==> src/rtl/mips_mem_pkg.sv <==
// Shared encodings for the MIPS MEM stage: access sizes, FSM states, byte-enable generation.
package mips_mem_pkg;

    localparam logic [1:0] MEM_BYTE = 2'b00;
    localparam logic [1:0] MEM_HALF = 2'b01;
    localparam logic [1:0] MEM_WORD = 2'b10;

    localparam logic [1:0] ST_IDLE = 2'd0;
    localparam logic [1:0] ST_REQ  = 2'd1;
    localparam logic [1:0] ST_DONE = 2'd2;

    // Lane 0 is bits 7:0 (little-endian).
    function automatic logic [3:0] gen_be(input logic [1:0] size, input logic [1:0] addr_lo);
        logic [3:0] be;
        case (size)
            MEM_BYTE: be = 4'b0001 << addr_lo;
            MEM_HALF: be = addr_lo[1] ? 4'b1100 : 4'b0011;
            MEM_WORD: be = 4'b1111;
            default:  be = 4'b0000;
        endcase
        return be;
    endfunction

endpackage

==> src/rtl/load_extend.sv <==
// Selects the addressed lane of a read word and sign- or zero-extends it to 32 bits.
module load_extend
    import mips_mem_pkg::*;
(
    input  logic [31:0] i_rdata,
    input  logic [1:0]  i_addr_lo,
    input  logic [1:0]  i_size,
    input  logic        i_unsigned,
    output logic [31:0] o_data
);

    logic [7:0]  w_byte;
    logic [15:0] w_half;

    assign w_byte = 8'(i_rdata >> {i_addr_lo, 3'b000});
    assign w_half = i_addr_lo[1] ? i_rdata[31:16] : i_rdata[15:0];

    always_comb begin
        o_data = i_rdata;
        case (i_size)
            MEM_BYTE: o_data = {{24{~i_unsigned & w_byte[7]}}, w_byte};
            MEM_HALF: o_data = {{16{~i_unsigned & w_half[15]}}, w_half};
            default:  o_data = i_rdata;
        endcase
    end

endmodule

==> src/rtl/mem_stage.sv <==
// MIPS MEM stage: steers loads/stores onto a req/ack bus, stalls upstream while busy,
// and aborts accesses that the bus never acknowledges.
module mem_stage
    import mips_mem_pkg::*;
#(
    parameter int unsigned TIMEOUT_CYCLES = 16,
    parameter int unsigned CNT_W          = 8
) (
    input  logic        clk,
    input  logic        rst,
    input  logic [31:0] alu_result,
    input  logic [31:0] write_data,
    input  logic [4:0]  rd,
    input  logic        RegWrite,
    input  logic        MemToReg,
    input  logic        MemRead,
    input  logic        MemWrite,
    input  logic [1:0]  mem_size,
    input  logic        mem_unsigned,
    output logic        bus_req,
    output logic        bus_we,
    output logic [31:0] bus_addr,
    output logic [31:0] bus_wdata,
    output logic [3:0]  bus_be,
    input  logic [31:0] bus_rdata,
    input  logic        bus_ack,
    output logic [31:0] alu_result_out,
    output logic [31:0] memoryread,
    output logic [4:0]  rd_out,
    output logic        RegWrite_out,
    output logic        MemToReg_out,
    output logic        stall,
    output logic        misaligned,
    output logic        bus_error
);

    localparam logic [CNT_W-1:0] LP_CNT_LIMIT = CNT_W'(TIMEOUT_CYCLES - 1);

    logic [1:0]       r_state;
    logic             r_bus_req;
    logic             r_bus_we;
    logic [31:0]      r_bus_addr;
    logic [31:0]      r_bus_wdata;
    logic [3:0]       r_bus_be;
    logic [CNT_W-1:0] r_cnt;
    logic [31:0]      r_rdata;
    logic             r_abort;

    logic        w_access;
    logic        w_fault;
    logic        w_start;
    logic        w_timeout;
    logic        w_idle;
    logic        w_req;
    logic        w_done;
    logic [31:0] w_wdata;
    logic [31:0] w_ext;

    // A simultaneous MemRead/MemWrite is treated as a load.
    assign w_access  = MemRead | MemWrite;
    assign w_fault   = w_access & ((mem_size == 2'b11) |
                                   ((mem_size == MEM_HALF) & alu_result[0]) |
                                   ((mem_size == MEM_WORD) & (alu_result[1:0] != 2'b00)));
    assign w_idle    = (r_state == ST_IDLE);
    assign w_req     = (r_state == ST_REQ);
    assign w_done    = (r_state == ST_DONE);
    assign w_start   = w_idle & w_access & ~w_fault;
    assign w_timeout = (TIMEOUT_CYCLES != 0) && (r_cnt == LP_CNT_LIMIT);

    always_comb begin
        w_wdata = write_data;
        case (mem_size)
            MEM_BYTE: w_wdata = {4{write_data[7:0]}};
            MEM_HALF: w_wdata = {2{write_data[15:0]}};
            default:  w_wdata = write_data;
        endcase
    end

    always_ff @(posedge clk) begin
        if (rst) begin
            r_state     <= ST_IDLE;
            r_bus_req   <= 1'b0;
            r_bus_we    <= 1'b0;
            r_bus_addr  <= '0;
            r_bus_wdata <= '0;
            r_bus_be    <= '0;
            r_cnt       <= '0;
            r_rdata     <= '0;
            r_abort     <= 1'b0;
        end else begin
            case (r_state)
                ST_IDLE: begin
                    if (w_start) begin
                        r_bus_req   <= 1'b1;
                        r_bus_we    <= MemWrite & ~MemRead;
                        r_bus_addr  <= {alu_result[31:2], 2'b00};
                        r_bus_wdata <= w_wdata;
                        r_bus_be    <= gen_be(mem_size, alu_result[1:0]);
                        r_cnt       <= '0;
                        r_abort     <= 1'b0;
                        r_state     <= ST_REQ;
                    end
                end
                ST_REQ: begin
                    if (bus_ack) begin
                        r_rdata   <= bus_rdata;
                        r_bus_req <= 1'b0;
                        r_state   <= ST_DONE;
                    end else if (w_timeout) begin
                        r_bus_req <= 1'b0;
                        r_abort   <= 1'b1;
                        r_state   <= ST_DONE;
                    end else begin
                        r_cnt <= r_cnt + CNT_W'(1);
                    end
                end
                default: r_state <= ST_IDLE;
            endcase
        end
    end

    load_extend u_load_extend (
        .i_rdata    (r_rdata),
        .i_addr_lo  (alu_result[1:0]),
        .i_size     (mem_size),
        .i_unsigned (mem_unsigned),
        .o_data     (w_ext)
    );

    assign bus_req   = r_bus_req;
    assign bus_we    = r_bus_we;
    assign bus_addr  = r_bus_addr;
    assign bus_wdata = r_bus_wdata;
    assign bus_be    = r_bus_be;

    // Inputs are frozen by stall, so DONE can reuse them for writeback and lane select.
    assign alu_result_out = alu_result;
    assign rd_out         = rd;
    assign MemToReg_out   = MemToReg;
    assign memoryread     = (w_done & MemRead & ~r_abort) ? w_ext : 32'h0;
    assign stall          = ~rst & (w_start | w_req);
    assign misaligned     = ~rst & w_idle & w_fault;
    assign bus_error      = ~rst & w_done & r_abort;
    assign RegWrite_out   = ~rst & RegWrite & ((w_idle & ~w_access) | (w_done & ~r_abort));

endmodule

==> config.mk <==
export PLATFORM = sky130hd
export DESIGN_NAME = mem_stage
export DESIGN_NICKNAME = d
export VERILOG_FILES = /design/src/rtl/mips_mem_pkg.sv /design/src/rtl/load_extend.sv /design/src/rtl/mem_stage.sv
export SDC_FILE = /design/constraint.sdc
export NUM_CORES = 1
export LEC_CHECK = 0
export ABC_AREA = 1
export CELL_PAD_IN_SITES_DETAIL_PLACEMENT = 2
export CELL_PAD_IN_SITES_GLOBAL_PLACEMENT = 2
export CORE_MARGIN = 1.5
export CORE_UTILIZATION = 19
export DETAILED_ROUTE_END_ITERATION = 12
export GPL_ROUTABILITY_DRIVEN = 0
export PLACE_DENSITY_LB_ADDON = 0.1
export REMOVE_ABC_BUFFERS = 1
export SLEW_MARGIN = 20
export SYNTH_ARGS = -nofsm -noshare
export SYNTH_HDL_FRONTEND = slang
export SYNTH_SLANG_ARGS = --single-unit
export TNS_END_PERCENT = 100
==> constraint.sdc <==
create_clock -name clk -period 1.95 [get_ports clk]
set_input_delay 0.585 -clock clk [delete_from_list [all_inputs] [get_ports clk]]
set_output_delay 0.585 -clock clk [all_outputs]
set_load 0.02 [all_outputs]
==> results.toml <==
[run_status]
outcome = "complete, but fails checks"
failed_checks = "setup timing"

[route]
drt_pass1_iterations = 4
drc = 0
routed_wl_mm = 27.3
via_count = 6853
antenna_left = 0
wire_per_inst_um = 17.3
viasPerCell = 4.34
drt-initial-drc-count = 267

[clocking]
clock-sinks = 111
clk-insertion-delay-late_ns = 0.37
clockRootBuffer = "clkbuf_16"
hold_buffers = 0
cts_buffer_depth = 2
cts_tree = "done"
clk_pin_slew_worst_paths_ns = 0.08
numCtsBuffers = 9
cts_max_level = 3

[finish]
seqCellArea_um2 = 2230
fill_cells = 3358
drive_above_1_share = 0.307
fin_util = 0.360
final_area_um2 = 10400
syn_to_final_growth_pct = 84.6
multi_input_area_um2 = 3090
num_antenna_cells = 0
nets = 1302
fin_cells = 1579

[setup_path]
end_kind = "output pin"
path_buf_inv = 5
max_stage_delay_ns = 0.27
critPathTopFamily = "buffers and inverters"
crit_chain = "dlygate4sd2_1 > inv_2 > nand3_2 > nand3_4 > nand2_8 > buf_12 > buf_16 > nor2_4 > buf_6"
cp_slowest_cell = "dlygate4sd2_1"
cp-startpoint = "mem_unsigned"
required_ns = 1.36
worstSetupStartpointType = "input port"
worstSetupPathType = "in2out"
cp.arrival_ns = 1.79
rr_startpoint = "r_state[0]"
cp_max_fo = 5

[die]
die_y_um = 175
dieArea_um2 = 30700
dieWidth_um = 175
num_io_pins = 255
coreArea_um2 = 28900
initial_core_util = 0.195
rows = 62

[power_and_ir_drop]
p_clk_frac = 0.335
p_sw_frac = 0.312
p_int_mw = 4.62
switchingPower_mw = 2.10
pwr-share-seq = 0.376
ir_worst_vdd_uv = 400
p_comb_frac = 0.289
finalPower_mw = 6.72
power.static_leakage_nw = 4.79
p_per_area_nw_per_um2 = 646

[timing]
finalSetupViolCount = 35
fin_skew_ns = 0.00649
slew_violations = 0
hold_violations = 0
grt_setup_unrepaired = "true"
tns_ns = -10.17
hold_slack_ns = 0.465
period_share = 1.22
finalCriticalPeriod_ns = 2.38
setup_ws_ns = -0.426
fmax_ghz = 0.421

[min_path]
hp-start = "bus_be[2]"
worstHoldPathType = "reg2reg"

[yosys]
synthMuxAreaShare = 0
synth_xor_area_frac = 0.00155
seq_area_frac_synth = 0.394
yosysUniqueCellTypes = 31
async_reset_ff_frac = 0
synthTopCellsByArea = "dfxtp_1, nand2_1, nor2_1, o21ai_0, buf_4"
ys_seq_elements = 111
synth_top_area_cell = "dfxtp_1"
ys_warn_count = 0
synthesis.area_um2 = 5640
syn_inst = 864
synth_top_family_by_area = "simple AND/OR/NAND/NOR gates"
synth-simple-area-share = 0.286
synth_adder_area_share = 0.00222
synth_compound_area_frac = 0.172
netlist_top_cells_count = "nand2_1, nor2_1, o21ai_0, dfxtp_1, inv_1"
avgSynthCellArea_um2 = 6.52
synth_top_area_frac = 0.394
synth_edf_count = 0
synth.most_common_cell = "nand2_1"
ys.flop_type = "dfxtp_1"

[grt]
grt_pass1_wl_mm = 41.5
grt_pass1_vias = 7222
grt_usage = 0.175
antenna_found_initial = 0
grt_max_degree = 67
overflow = 0

[run]
cap_violations = 0

[place]
io_buffers = 240
dp.cells = 1530
dp_hpwl_mm = 18.8
dp_slack_ns = -1.41
place_area_um2 = 9040
-- layout make-up --
| class | instances | share of cell area |
|---|---|---|
| clock inverters | 6 | 0.0112 |
| repair buffers | 406 | 0.381 |
| inverters | 65 | 0.0275 |
| well taps | 384 | 0.0462 |
| multi-input cells | 597 | 0.297 |
| flip-flops and latches | 111 | 0.214 |
| clock buffers | 10 | 0.0220 |
-- layer usage --
layer  track usage  wire, µm
met1         0.229     12600
met2         0.289     12600
met3        0.0403      1610
met4        0.0456       473
met5             0         0
-- repair_timing --
item,CTS,global route
buffers inserted,22,18
endpoints found under the setup margin,166,91
resized for setup,524,101
cloned,3,0
pin swaps,42,30
-- worst paths after layout --
check | end | slack (ns) | cells after the start
hold reg to reg | bus_be[2] | 0.47 | 2
hold / removal | bus_be[2] | 0.47 | 2
setup / recovery | memoryread[22] | -0.43 | 9
setup reg to reg | bus_addr[6] | 0.18 | 11
-- power by group through the flow --
| stage | Clock [mW] | Combinational (mW) | Sequential (mW) |
|---|---|---|---|
| global placement | 0 | 1.77 | 2.58 |
| CTS | 2.35 | 1.91 | 2.53 |
| detailed placement | 0 | 1.79 | 2.58 |
| global route | 2.42 | 2.12 | 2.55 |
| floorplan | 0 | 0.473 | 2.75 |
| finish | 2.25 | 1.94 | 2.53 |
-- state kept, by name, summed over array words and instances (netlist names) --
name and cells:
r_rdata 32, bus_we 1, bus_req 1, bus_addr 30, r_state 2, bus_be 4, bus_wdata 32, r_cnt 8
r_abort 1
-- cells in the final DEF (no fill, tap or decap), types with 3 or more instances in the layout --
master	Yosys	final
nand2_1	185	150
nor2_1	164	142
buf_4	44	132
clkdlybuf4s50_1	0	127
dfxtp_1	111	106
o21ai_0	112	94
buf_6	3	54
a21oi_1	50	47
inv_1	59	43
nand3_1	45	34
nand2_2	2	24
o21ai_1	13	24
dlygate4sd2_1	0	24
nor2_4	1	20
clkdlybuf4s15_2	0	17
dlymetal6s2s_1	0	17
inv_2	5	15
buf_2	17	13
nand2_4	0	12
buf_12	0	12
nand3_2	1	9
o211ai_1	9	9
clkbuf_16	0	9
o21ai_2	0	5
dfxtp_2	0	5
nor2_2	1	4
buf_16	0	4
inv_4	1	3
inv_8	0	3
nand3_4	0	3
nor3_1	4	3
bufinv_16	0	3
buf_8	0	3
-- worst register-to-register path, stage by stage, from the launching register on --
cell     delay, ns
dfxtp_2       0.33
inv_2         0.06
buf_6         0.10
nand2_4       0.06
a21oi_4       0.16
nand2_4       0.08
buf_4         0.13
buf_4         0.13
buf_12        0.18
buf_6         0.20
o21ai_0       0.17
nor2_1        0.06
-- kinds of logic after synthesis --
group | after synthesis
and+or+nand+nor | 405
AOI/OAI and AO/OA | 188
buffers and inverters | 157
DFF | 111
xor gates and xnor gates | 1
adders and majority gates | 1
other | 1
(Power assumes the default switching activity.)
